**src/rtl/burst_gen_pkg.sv**
```systemverilog
// Shared types and constants for the burst signal generator.
// Latency: n/a (types, constants and a pure function only).
// Backpressure: n/a.
package burst_gen_pkg;

    typedef enum logic [1:0] {
        IDLE = 2'd0,
        ARM  = 2'd1,
        RUN  = 2'd2,
        DONE = 2'd3
    } state_t;

    // Fibonacci LFSR, taps 16,14,13,11 expressed as a right-shift mask
    // over bits 0,2,3,5; the feedback bit enters at bit 15.
    localparam logic [15:0] LFSR_SEED = 16'hACE1;
    localparam logic [15:0] LFSR_TAPS = 16'h002D;

    // A half-period of zero is meaningless, so it runs as one tick.
    function automatic logic [31:0] clamp_hp(input logic [31:0] hp);
        return (hp == 32'd0) ? 32'd1 : hp;
    endfunction

endpackage

```
**src/rtl/tick_prescaler.sv**
```systemverilog
// Free-running divider: one-clk tick every CLK_DIV clks (CLK_DIV >= 2).
// Latency: tick is high while the registered count sits at CLK_DIV-1.
// Backpressure: none; it never stalls and nothing restarts it but reset.
//
// Ports: clk, rst_n (async active-low), tick (one-clk strobe).
module tick_prescaler #(
    parameter int CLK_DIV = 500
) (
    input  logic clk,
    input  logic rst_n,
    output logic tick
);

    localparam int            PW  = $clog2(CLK_DIV);
    localparam logic [PW-1:0] TOP = PW'(CLK_DIV - 1);

    logic [PW-1:0] cnt;

    always_ff @(posedge clk or negedge rst_n) begin
        if (!rst_n) begin
            cnt <= '0;
        end else if (cnt == TOP) begin
            cnt <= '0;
        end else begin
            cnt <= cnt + PW'(1);
        end
    end

    assign tick = (cnt == TOP);

endmodule

```
**src/rtl/burst_signal_gen.sv**
```systemverilog
// Burst generator: a start edge launches BURST_LEN ticks of NUM_CH staggered square waves.
// Latency: enable rises on the first tick after the edge registers (1..CLK_DIV+1 clks).
// Backpressure: none; start edges during ARM/RUN are dropped, not queued.
//
// Ports: clk, rst_n (async active-low), start (rising edge requests a burst),
//        half_per (channel-0 half-period in ticks, latched at launch),
//        enable (burst running), out[NUM_CH] (channels), count (tick index),
//        done (one-clk pulse at burst end). All outputs are registered.
// Optional macro BURST_NOISE_LFSR_EN: out[NUM_CH-1] carries LFSR bit 0 instead
// of its delayed square wave. CNT_W must not exceed 32.
module burst_signal_gen #(
    parameter int CLK_DIV   = 500,
    parameter int CNT_W     = 10,
    parameter int BURST_LEN = 1000,
    parameter int NUM_CH    = 2
) (
    input  logic              clk,
    input  logic              rst_n,
    input  logic              start,
    input  logic [CNT_W-1:0]  half_per,
    output logic              enable,
    output logic [NUM_CH-1:0] out,
    output logic [CNT_W-1:0]  count,
    output logic              done
);

    import burst_gen_pkg::*;

    localparam logic [CNT_W-1:0] LAST = CNT_W'(BURST_LEN - 1);

    state_t            state;
    state_t            state_nxt;
    logic              tick;
    logic              start_q;
    logic              start_edge;
    logic              arm_entry;
    logic              launch;
    logic              run_step;
    logic [CNT_W-1:0]  hp_q;
    logic [CNT_W-1:0]  phase;
    logic              wave0;
    logic [NUM_CH-1:0] wave;

    tick_prescaler #(
        .CLK_DIV(CLK_DIV)
    ) u_prescaler (
        .clk  (clk),
        .rst_n(rst_n),
        .tick (tick)
    );

    assign start_edge = start & ~start_q;

    // ---------------- FSM ----------------
    always_ff @(posedge clk or negedge rst_n) begin
        if (!rst_n) begin
            state <= IDLE;
        end else begin
            state <= state_nxt;
        end
    end

    always_comb begin
        state_nxt = state;
        arm_entry = 1'b0;
        launch    = 1'b0;
        run_step  = 1'b0;
        case (state)
            IDLE: begin
                if (start_edge) begin
                    state_nxt = ARM;
                    arm_entry = 1'b1;
                end
            end
            ARM: begin
                if (tick) begin
                    state_nxt = RUN;
                    launch    = 1'b1;
                end
            end
            RUN: begin
                if (tick) begin
                    if (count == LAST) begin
                        state_nxt = DONE;
                    end else begin
                        run_step = 1'b1;
                    end
                end
            end
            DONE: begin
                // Back-to-back bursts: an edge in the done clk re-arms directly.
                if (start_edge) begin
                    state_nxt = ARM;
                    arm_entry = 1'b1;
                end else begin
                    state_nxt = IDLE;
                end
            end
            default: state_nxt = IDLE;
        endcase
    end

    // ---------------- datapath ----------------
    // Outputs are registered from the next state so they change on the same
    // edge as the state register.
    always_ff @(posedge clk or negedge rst_n) begin
        if (!rst_n) begin
            start_q <= 1'b0;
            hp_q    <= CNT_W'(1);
            enable  <= 1'b0;
            done    <= 1'b0;
            count   <= '0;
            phase   <= '0;
            wave0   <= 1'b0;
        end else begin
            start_q <= start;
            enable  <= (state_nxt == RUN);
            done    <= (state_nxt == DONE);
            if (arm_entry) begin
                hp_q <= CNT_W'(clamp_hp(32'(half_per)));
            end
            if (launch) begin
                count <= '0;
                phase <= '0;
                wave0 <= 1'b1;
            end else if (run_step) begin
                count <= count + CNT_W'(1);
                if (phase == hp_q - CNT_W'(1)) begin
                    wave0 <= ~wave0;
                    phase <= '0;
                end else begin
                    phase <= phase + CNT_W'(1);
                end
            end else if (state_nxt != RUN) begin
                // count deliberately holds outside a burst
                wave0 <= 1'b0;
            end
        end
    end

    // ---------------- channel staggering ----------------
    // hist[j] is channel 0 as it was j+1 ticks ago within the current burst.
    generate
        if (NUM_CH > 1) begin : g_hist
            logic [NUM_CH-2:0] hist;

            always_ff @(posedge clk or negedge rst_n) begin
                if (!rst_n) begin
                    hist <= '0;
                end else if (launch) begin
                    hist <= '0;
                end else if (run_step) begin
                    hist[0] <= wave0;
                    for (int j = 1; j < NUM_CH - 1; j++) begin
                        hist[j] <= hist[j-1];
                    end
                end else if (state_nxt != RUN) begin
                    hist <= '0;
                end
            end

            assign wave = {hist, wave0};
        end else begin : g_single
            assign wave = wave0;
        end
    endgenerate

`ifdef BURST_NOISE_LFSR_EN
    logic [15:0] lfsr;
    logic [15:0] lfsr_nxt;
    logic        noise;

    assign lfsr_nxt = {^(lfsr & LFSR_TAPS), lfsr[15:1]};

    always_ff @(posedge clk or negedge rst_n) begin
        if (!rst_n) begin
            lfsr  <= LFSR_SEED;
            noise <= 1'b0;
        end else if (launch) begin
            lfsr  <= LFSR_SEED;
            noise <= LFSR_SEED[0];
        end else if (run_step) begin
            lfsr  <= lfsr_nxt;
            noise <= lfsr_nxt[0];
        end else if (state_nxt != RUN) begin
            noise <= 1'b0;
        end
    end

    always_comb begin
        out             = wave;
        out[NUM_CH-1]   = noise;
    end
`else
    assign out = wave;
`endif

endmodule
```
**config.mk**
```make
export PLATFORM = sky130hd
export DESIGN_NAME = burst_signal_gen
export DESIGN_NICKNAME = d
export VERILOG_FILES = /design/src/rtl/burst_gen_pkg.sv /design/src/rtl/tick_prescaler.sv /design/src/rtl/burst_signal_gen.sv
export SDC_FILE = /design/constraint.sdc
export NUM_CORES = 1
export LEC_CHECK = 0
export ABC_AREA = 1
export CORE_MARGIN = 3
export CORE_UTILIZATION = 31
export CTS_CLUSTER_SIZE = 16
export DETAILED_ROUTE_END_ITERATION = 10
export SETUP_SLACK_MARGIN = 0.05
export SLEW_MARGIN = 20
export SYNTH_ARGS = -nofsm -noshare
export SYNTH_HDL_FRONTEND = slang
export SYNTH_SLANG_ARGS = --single-unit
```
**constraint.sdc**
```tcl
create_clock -name clk -period 4.2 [get_ports clk]
set_clock_uncertainty 0.05 [all_clocks]
set_input_delay 0.84 -clock clk [delete_from_list [all_inputs] [get_ports clk]]
set_output_delay 0.84 -clock clk [all_outputs]
set_load 0.02 [all_outputs]
```
==> flow_metrics.env <==
export IMPL_status="completed"
export IMPL_max_cap_violations=0
export IMPL_synth_distinct_cells=34
export IMPL_wirelength_mm=6.06
export IMPL_cts_tree="done"
export IMPL_path_delay_family="buffers and inverters"
export IMPL_synth_cell_area_um2=2820
export IMPL_gp_congestion=0.809
export IMPL_antenna_found_initial=0
export IMPL_insertedDiodeCount=0
export IMPL_nets=415
export IMPL_first_global_vias=2368
export IMPL_start_kind="flip-flop"
export IMPL_synth_commonest_cells="nand2_1, inv_1, dfrtp_1"
export IMPL_slowest_delay_ps=650
export IMPL_num_vias=2379
export IMPL_port_buffers=26
export IMPL_finalCritPeriodShare_pct=55.5
export IMPL_vias_per_cell=4.73
export IMPL_setup_tns_ps=0
export IMPL_fin_util_pct=37.1
export IMPL_synth_seq_area_share_pct=40.8
export IMPL_post_cts_resized=0
export IMPL_cts_buffer_depth=2
export IMPL_areaGrowthSynthToFinish_pct=15.2
export IMPL_synth_top_area_cell="dfrtp_1"
export IMPL_post_cts_buffers=0
export IMPL_critPathBufInv=1
export IMPL_fin_cells=503
export IMPL_cts_root_buffer="clkbuf_8"
export IMPL_p_leak_nw=1.51
export IMPL_synth_edf_count=0
export IMPL_ant_nets=0
export IMPL_ys_async_sr_fraction_pct=100
export IMPL_cp_max_fo=8
export IMPL_die_h_um=101
export IMPL_clkTransAtPathRegs_ps=100
export IMPL_mappedNetlistNets=388
export IMPL_cp_end_kind="output pin"
export IMPL_hold_path_class="flip-flop to flip-flop"
export IMPL_ios=27
export IMPL_coreArea_um2=8760
export IMPL_path_class="flip-flop to output pin"
export IMPL_cts_sinks=46
export IMPL_synth_ff_latch_count=46
export IMPL_worstMarginPinSlew_ps=600
export IMPL_gr_total_overflow=0
export IMPL_grt_use_total_pct=12.7
export IMPL_ys_flop_type="dfrtp_1"
export IMPL_hold_viol_final=0
export IMPL_initial_utilization_pct=32.2
export IMPL_fin_crit_ps=2330
export IMPL_yosys_top_cells_area="dfrtp_1, nand2_1, inv_1, xor2_1, nor2_1"
export IMPL_post_route_drc_count=0
export IMPL_grt_pass1_wl_mm=10.7
export IMPL_slowest_stage="clkdlybuf4s50_1"
export IMPL_dieArea_um2=10300
export IMPL_insertion_delay_ps=300
export IMPL_max_freq_mhz=429
export IMPL_powerDensity_nw_per_um2=225
export IMPL_slew_violations=0
export IMPL_peakVddDrop_mv=0.141
export IMPL_hold_buffers=0
export IMPL_required_ps=3310
export IMPL_power_total_mw=0.733
export IMPL_drt_first_iter_violations=93
export IMPL_dp_cells=495
export IMPL_synthCells=367
export IMPL_std_cell_rows=34
export IMPL_dr_pass1_iters=4
export IMPL_rsz0062_at_grt="false"
export IMPL_dp_hpwl_mm=4.67
export IMPL_cp_arrival_ps=1440
export IMPL_avgSynthCellArea_um2=7.69
export IMPL_setup_viol=0
export IMPL_synth_most_common_cell="nand2_1"
export IMPL_ctsHtreeMaxLevel=2
export IMPL_yosysWarnings=0
export IMPL_grt_start_max_net_pins=47
export IMPL_fp_dieW_um=101
export IMPL_crit_chain="clkdlybuf4s50_1"
export IMPL_drive_gt1_share_pct=8.35
export IMPL_cts_buffers=5
export IMPL_wl_per_cell_um=12.1
export IMPL_hold_ws_ps=412
export IMPL_slew_headroom_pct=60.0
export IMPL_synth_top_area_share_pct=39.9
## through the flow
| step | worst slack (ps) | area [µm²] |
|---|---|---|
| 2_1_floorplan | 2340 | 2820 |
| 3_3_place_gp | 1980 | 3170 |
| 3_5_place_dp | 1960 | 3170 |
| 4_1_cts | 1860 | 3250 |
| 5_1_grt | 1790 | 3250 |
| 6_report | 1870 | 3250 |
## state kept, by name (all words and copies together) (netlist names), 2 cells and up
signal	count
u_prescaler.cnt	9
state	2
count	10
hp_q	10
phase	10
## placed cells by master (no fill, tap or decap), types with 6 or more instances in the layout
cell type,synthesis,final
clkdlybuf4s50_1,0,25
dfrtp_1,45,45
inv_1,58,58
o21ai_0,23,23
nor2_1,33,33
nor3_1,9,9
nand2_1,82,82
nand3_1,23,23
a21oi_1,11,11
xor2_1,15,15
ha_1,8,8
o22ai_1,8,8
nand4_1,6,6
## where the power goes
group | switching (mW) | internal [mW] | total, mW
Sequential | 0.000132 | 0.443 | 0.443
Clock | 0.151 | 0.116 | 0.266
Combinational | 0.0133 | 0.0105 | 0.0238
Total | 0.164 | 0.569 | 0.733
## path summary, 6_finish.rpt
check | startpoint | endpoint | slack, ps | cells after the start
setup / recovery | count[3]$_DFFE_PN0P_ | count[3] | 1870 | 1
hold / removal | u_prescaler.cnt[0]$_DFF_PN0_ | u_prescaler.cnt[0]$_DFF_PN0_ | 410 | 1
setup reg to reg | hp_q[0]$_DFFE_PN1P_ | wave0$_DFFE_PN0P_ | 2110 | 15
hold reg to reg | u_prescaler.cnt[0]$_DFF_PN0_ | u_prescaler.cnt[0]$_DFF_PN0_ | 410 | 1
max in group asynchronous | rst_n | phase[5]$_DFFE_PN0P_ | 3190 | 1
min in group asynchronous | rst_n | hp_q[1]$_DFFE_PN0P_ | 490 | 1
## cell families after synthesis
group                      after synthesis  synth area share [%]
buffers and inverters                   67                  9.88
AOI/OAI and AO/OA                       48                  9.53
and+or+nand+nor                        178                  30.0
DFF                                     46                  40.8
xor gates and xnor gates                20                  6.21
adders and majority gates                8                  3.55
## layout make-up
class                           count  area [µm²]
Clock inverter                      2        10.0
Inverter                           61         234
Fill cell                         899        5510
Tap cell                          108         135
Clock buffer                        6        72.6
Multi-Input combinational cell    254        1390
Timing Repair Buffer               26         258
Sequential cell                    46        1150
## routing by layer
layer  vias up  wire length (µm)  global-route usage, %
met5         -                 0                      0
met4         0                24                   2.35
met3         2               151                   2.27
met2        19              3000                   22.5
met1      1139              2880                   16.3
li1       1219                 -                      -
Power figures use the tool's default switching activity.
